--- src/rtl/pb_event_pkg.sv ---
// Shared types and default timing constants for the push-button event controller.
package pb_event_pkg;

    typedef enum logic [2:0] {
        S_IDLE,
        S_DB_DN,
        S_DOWN,
        S_DB_UP,
        S_GAP
    } pb_state_e;

    localparam int DEF_CNT_W    = 16;
    localparam int DEF_DB_CYC   = 1000;
    localparam int DEF_LONG_CYC = 50000;
    localparam int DEF_DCLK_CYC = 20000;

endpackage

--- src/rtl/pb_sync.sv ---
// Two-flop synchronizer for the raw button; presets to 1 (released) on reset.
module pb_sync (
    input  logic clk,
    input  logic rst,
    input  logic i_d,
    output logic o_q
);

    logic r_meta;
    logic r_q;

    always_ff @(posedge clk or posedge rst) begin
        if (rst) begin
            r_meta <= 1'b1;
            r_q    <= 1'b1;
        end else begin
            r_meta <= i_d;
            r_q    <= r_meta;
        end
    end

    assign o_q = r_q;

endmodule

--- src/rtl/pb_event_ctrl.sv ---
// Debounces an active-low push-button and classifies gestures into
// single-cycle short / long / double-click events.
module pb_event_ctrl
    import pb_event_pkg::*;
#(
    parameter int CNT_W    = DEF_CNT_W,
    parameter int DB_CYC   = DEF_DB_CYC,
    parameter int LONG_CYC = DEF_LONG_CYC,
    parameter int DCLK_CYC = DEF_DCLK_CYC
) (
    input  logic clk,
    input  logic rst,
    input  logic PB,
    input  logic en,
    output logic short_evt,
    output logic long_evt,
    output logic dbl_evt,
    output logic held,
    output logic busy
);

    localparam logic [CNT_W-1:0] DB_LAST   = CNT_W'(DB_CYC - 1);
    localparam logic [CNT_W-1:0] LONG_LAST = CNT_W'(LONG_CYC - 1);
    localparam logic [CNT_W-1:0] DCLK_LAST = CNT_W'(DCLK_CYC - 1);

    logic             w_pb_s;
    pb_state_e        r_state;
    logic [CNT_W-1:0] r_db_cnt;
    logic [CNT_W-1:0] r_tm_cnt;
    logic             r_second;
    logic             r_long;
    logic             w_long_now;
    logic             w_long_any;

    function automatic logic [CNT_W-1:0] sat_inc(input logic [CNT_W-1:0] v);
        return (v == '1) ? v : v + 1'b1;
    endfunction

    pb_sync u_sync (
        .clk (clk),
        .rst (rst),
        .i_d (PB),
        .o_q (w_pb_s)
    );

    // Long qualifies in DOWN and DB_UP; a release completing in the same
    // cycle must still see it so the gesture ends without a second event.
    assign w_long_now = (r_tm_cnt == LONG_LAST) && !r_long;
    assign w_long_any = r_long || w_long_now;

    always_ff @(posedge clk or posedge rst) begin
        if (rst) begin
            r_state   <= S_IDLE;
            r_db_cnt  <= '0;
            r_tm_cnt  <= '0;
            r_second  <= 1'b0;
            r_long    <= 1'b0;
            short_evt <= 1'b0;
            long_evt  <= 1'b0;
            dbl_evt   <= 1'b0;
            held      <= 1'b0;
            busy      <= 1'b0;
        end else begin
            short_evt <= 1'b0;
            long_evt  <= 1'b0;
            dbl_evt   <= 1'b0;
            if (!en) begin
                r_state  <= S_IDLE;
                r_db_cnt <= '0;
                r_tm_cnt <= '0;
                r_second <= 1'b0;
                r_long   <= 1'b0;
                held     <= 1'b0;
                busy     <= 1'b0;
            end else begin
                case (r_state)
                    S_IDLE: begin
                        if (!w_pb_s) begin
                            r_state  <= S_DB_DN;
                            r_db_cnt <= '0;
                            r_second <= 1'b0;
                            r_long   <= 1'b0;
                            busy     <= 1'b1;
                        end
                    end
                    S_DB_DN: begin
                        // Keeps running so a bounced second press resumes the gap window.
                        r_tm_cnt <= sat_inc(r_tm_cnt);
                        if (w_pb_s) begin
                            if (r_second) begin
                                r_state <= S_GAP;
                            end else begin
                                r_state <= S_IDLE;
                                busy    <= 1'b0;
                            end
                        end else if (r_db_cnt == DB_LAST) begin
                            r_state  <= S_DOWN;
                            r_tm_cnt <= '0;
                            held     <= 1'b1;
                        end else begin
                            r_db_cnt <= sat_inc(r_db_cnt);
                        end
                    end
                    S_DOWN: begin
                        r_tm_cnt <= sat_inc(r_tm_cnt);
                        if (w_long_now) begin
                            long_evt <= 1'b1;
                            r_long   <= 1'b1;
                        end
                        if (w_pb_s) begin
                            r_state  <= S_DB_UP;
                            r_db_cnt <= '0;
                        end
                    end
                    S_DB_UP: begin
                        r_tm_cnt <= sat_inc(r_tm_cnt);
                        if (w_long_now) begin
                            long_evt <= 1'b1;
                            r_long   <= 1'b1;
                        end
                        if (!w_pb_s) begin
                            r_state <= S_DOWN;
                        end else if (r_db_cnt == DB_LAST) begin
                            held <= 1'b0;
                            if (w_long_any) begin
                                r_state <= S_IDLE;
                                busy    <= 1'b0;
                            end else if (r_second) begin
                                dbl_evt <= 1'b1;
                                r_state <= S_IDLE;
                                busy    <= 1'b0;
                            end else begin
                                r_state  <= S_GAP;
                                r_tm_cnt <= '0;
                            end
                        end else begin
                            r_db_cnt <= sat_inc(r_db_cnt);
                        end
                    end
                    S_GAP: begin
                        r_tm_cnt <= sat_inc(r_tm_cnt);
                        if (r_tm_cnt >= DCLK_LAST) begin
                            short_evt <= 1'b1;
                            r_state   <= S_IDLE;
                            busy      <= 1'b0;
                        end else if (!w_pb_s) begin
                            r_state  <= S_DB_DN;
                            r_db_cnt <= '0;
                            r_second <= 1'b1;
                        end
                    end
                    default: begin
                        r_state <= S_IDLE;
                        held    <= 1'b0;
                        busy    <= 1'b0;
                    end
                endcase
            end
        end
    end

endmodule

--- config.mk ---
export PLATFORM = sky130hd
export DESIGN_NAME = pb_event_ctrl
export DESIGN_NICKNAME = d
export VERILOG_FILES = /design/src/rtl/pb_event_pkg.sv /design/src/rtl/pb_sync.sv /design/src/rtl/pb_event_ctrl.sv
export SDC_FILE = /design/constraint.sdc
export NUM_CORES = 1
export LEC_CHECK = 0
export ABC_AREA = 1
export ABC_CLOCK_PERIOD_IN_PS = 2000
export CAP_MARGIN = 10
export CORE_UTILIZATION = 33
export CTS_CLUSTER_SIZE = 12
export DETAILED_ROUTE_END_ITERATION = 8
export PLACE_DENSITY_LB_ADDON = 0.25
export SLEW_MARGIN = 30
export SYNTH_ARGS = -nofsm -noshare
export SYNTH_HDL_FRONTEND = slang
export SYNTH_HIERARCHICAL = 1
export SYNTH_SLANG_ARGS = --single-unit
--- constraint.sdc ---
create_clock -name clk -period 2 [get_ports clk]
set_input_delay 0.2 -clock clk [delete_from_list [all_inputs] [get_ports clk]]
set_output_delay 0.2 -clock clk [all_outputs]
set_load 0.1 [all_outputs]
==> results by group <==
Yosys
  • Combinational family with the most area after synthesis: simple AND/OR/NAND/NOR gates
  • Synth Cell Area: 0.00320 mm2
  • Avg Synthesized Cell Area: 6.85 um2
  • Net Count, Synth: 473
  • EDFF count, synth: 0
  • #FFs+latches synth: between 40 and 50
  • Post-synthesis cell count: ~470
  • Simple-Gate Fraction of Synth Area: 0.397
  • Sequential area share after synthesis: 0.345
  • Post-synthesis compound-gate area fraction: 0.133
  • Distinct cell type count after synthesis: 39
  • Mux contribution to synthesized area: 0
  • Yosys warning total: 6
  • Synth Area in XOR/XNOR: 0.0137
  • Adder-Cell Fraction of Synth Area: 0.00782
  • Async set-or-reset flop fraction in the synthesized netlist: 1.00
  • Top FF cell, synth: dfrtp_1

Run
  • Max-cap violations: 0

Power
  • Internal power: approximately 1800 uW
  • Pwr dens: 832 mW/mm2
  • Peak supply drop: roughly 0.6 mV
  • Sw Pwr: 1270 uW
  • Sequential share of power: 0.347
  • Combinational Power Share: 0.419
  • Net Sw Frac: 0.417
  • LEAKAGE: ~0.0017 uW
  • Clock power share: 0.235

Worst setup path
  • Worst setup EP type: flip-flop
  • Cell Chain, Critical Path: ha_2 -> nand2_2 -> inv_1 -> nand2_1 -> nor2_2 -> nand3_2 -> inv_2 -> nand3_2 -> nand3_1 -> a21oi_1
  • Data arrival time of the worst path: around 2000 ps
  • Slowest-stage cell, CP: dfrtp_1
  • Cell mode on critical path: nand3_2
  • CP Max Fanout: 7
  • Startpoint types: flip-flop
  • Worst Path Required: between 2000 and 2500 ps
  • WS Path Type: flip-flop to flip-flop
  • Largest stage delay, worst path: around 410 ps

Timing
  • Maximum clock frequency: around 540 MHz
  • RSZ-0062 raised after global routing: no
  • Min cycle time layout: 1850 ps
  • Fin Clk Skew: 10.4 ps
  • # setup viols final: 0
  • Slew headroom: 0.665
  • Final hold vios: 0
  • Final hold slack: 227 ps
  • Post-route setup slack: 147 ps
  • Period Utilization, post-route: 0.927
  • Tightest Pin Transition: about 500 ps
  • Max-slew violation count: 0

Layout
  • Layout area overhead: 14.9%
  • # fillers: 970
  • Layout cell share with drive strength beyond 1: 0.177
  • N_diodes: 0
  • Final net count: slightly below 500

Placed design
  • Port bufs: 8
  • Pre-CTS WS: -75.9 ps
  • HPWL Detailed: between 6000 and 7000 um
  • Gpl congestion: between 0.8 and 0.9

Drt
  • DRT iter0 DRCs: approximately 230
  • Detailed-route via count: between 3k and 4k
  • Routed wire length: just over 8000 um
  • DR pass1 iterations: 4
  • Via-to-Cell Ratio: slightly below 5
  • Remaining DRCs: 0
  • Remaining antenna violation count after routing: 0
  • Average wire per standard cell: between 10 and 15 um

Floorplanning
  • DIE WIDTH: between 100 and 150 um
  • CORE AREA: between 0.009 and 0.01 mm2
  • Die Y: roughly 100 um
  • Die area: ~0.01 mm2
  • Initial core utilization: 0.343
  • IO Pins: 9
  • Row count: 35

Global route
  • GR Overflow Total: 0
  • Largest net degree at the start of global routing: 27
  • Initial antenna violation count: 0
  • Vias in the first global route: ~2.9k
  • First-pass GRT wire length: between 10000 and 15000 um
  • Total track usage: 0.170

Clock network
  • Clock buffer depth: 2
  • Post-CTS Setup Inserts: 0
  • Sinks on the clock net: between 40 and 50
  • Post-CTS Hold Buffers: 0
  • H-tree Lvls: 2
  • TritonCTS clock tree: yes
  • Root Buffer: clkbuf_8
  • Worst-Skew Late Latency: about 310 ps
  • Clk slew on worst S/H paths: roughly 100 ps
  • Num CTS Buffers: 5

Outcome
  • Status: complete, no violations

Min path
  • HP Class: input pin to asynchronous set/reset pin
cells by family after synthesis:
| kind of cell | after synthesis |
|---|---|
| xor gates and xnor gates | 5 |
| adders and majority gates | 2 |
| buffers and inverters | 79 |
| DFF | 44 |
| and+or+nand+nor | 272 |
| AOI/OAI and AO/OA | 65 |
final timing paths:
| path | startpoint | endpoint | slack [ps] | cells after the start |
|---|---|---|---|---|
| setup / recovery | r_db_cnt[1] | r_tm_cnt[13] | 150 | 10 |
| hold / removal | rst | r_tm_cnt[11] | 230 | 2 |
| setup reg to reg | r_db_cnt[1] | r_tm_cnt[13] | 150 | 10 |
| hold reg to reg | u_sync/r_meta | u_sync/o_q | 360 | 0 |
| max in group asynchronous | rst | r_tm_cnt[12] | 1290 | 3 |
| min in group clk | PB | u_sync/r_meta | 310 | 1 |
flip-flops by register name, summed over array words and instances (netlist names):
signal and cells:
busy 1, dbl_evt 1, held 1, long_evt 1
r_db_cnt 16, r_long 1, r_second 1, r_state 3
r_tm_cnt 16, short_evt 1, u_sync/o_q 1, u_sync/r_meta 1
timing repair:
action | CTS | global route
endpoints found under the hold margin | 0 | 0
pin swaps | 0 | 1
resized for setup | 1 | 11
cloned | 0 | 1
setup endpoints to repair | 14 | 24
layer usage:
layer / routed length [um] / share of wire / track usage / vias up
met4: 206 / 0.026 / 0.0658 / 0
met5: 0 / 0 / 0 / -
met1: 3850 / 0.48 / 0.229 / 1368
met3: 352 / 0.044 / 0.0209 / 15
li1: - / - / - / 1566
met2: 3650 / 0.45 / 0.277 / 67
cell usage in the layout (no fill, tap or decap), types with 3 or more instances in the layout:
cell / n
xor2_1: 5
buf_12: 4
inv_1: 59
nand3_1: 42
o211ai_1: 3
nand3_4: 3
buf_4: 17
nand2_2: 10
nor2_1: 59
dfrtp_1: 42
nor2_4: 4
clkbuf_8: 5
o21ai_0: 15
nand3_2: 4
a21boi_1: 3
nor3_1: 10
a21oi_1: 16
nand4_1: 20
nor2_2: 5
clkdlybuf4s50_1: 3
nand2_1: 108
inv_2: 7
o21bai_1: 3
o21ai_2: 14
cells in the mapped netlist, types with 3 or more instances:
| cell type | n | area [um2] |
|---|---|---|
| o21ai_0 | 15 | 75.1 |
| nor2_1 | 63 | 236 |
| buf_2 | 4 | 20.0 |
| inv_1 | 62 | 233 |
| nand2_2 | 9 | 56.3 |
| nor2_4 | 4 | 45.0 |
| a21oi_1 | 16 | 80.1 |
| nand2_1 | 109 | 409 |
| a21boi_1 | 3 | 22.5 |
| inv_2 | 4 | 15.0 |
| nor3_1 | 10 | 50.1 |
| o21bai_1 | 3 | 22.5 |
| xor2_1 | 5 | 43.8 |
| buf_6 | 3 | 33.8 |
| o211ai_1 | 3 | 22.5 |
| nand3_1 | 44 | 220 |
| o21ai_2 | 14 | 123 |
| dfrtp_1 | 42 | 1050 |
| nand4_1 | 20 | 125 |
final cells by class:
class	count	area, um2	share of cell area
Clock buffer	5	68.8	0.0187
Clock inverter	3	42.5	0.0116
Inverter	66	248	0.0674
Multi-Input combinational cell	345	1810	0.494
Sequential cell	44	1100	0.300
Tap cell	129	161	0.0439
Timing Repair Buffer	24	238	0.0647
critical path: cells and delay by family, from the launching register on:
kind / cells / cell delay (ps)
buffers and inverters: 2 / 220
and+or+nand+nor: 6 / 800
AOI/OAI and AO/OA: 1 / 70
adders and majority gates: 1 / 240
DFF: 1 / 410
metrics by stage:
step	TNS (ps)	area [um2]	cells	total power [uW]	utilization
6_report	0	3680	616	3060	0.394
5_1_grt	0	3680	616	3260	0.394
4_1_cts	0	3630	615	3070	0.389
3_5_place_dp	-244	3510	607	2350	0.377
3_3_place_gp	-140	3510	607	2340	0.377
2_1_floorplan	0	3200	467	2010	-
power groups by stage:
stage | combinational [uW] | sequential (uW) | clock [uW]
after floorplan | 835 | 1170 | 0
after global placement | 1270 | 1080 | 0
after detailed placement | 1280 | 1080 | 0
after CTS | 1280 | 1060 | 731
after global routing | 1420 | 1070 | 768
final | 1280 | 1060 | 718
Power figures use the tool's default switching activity.
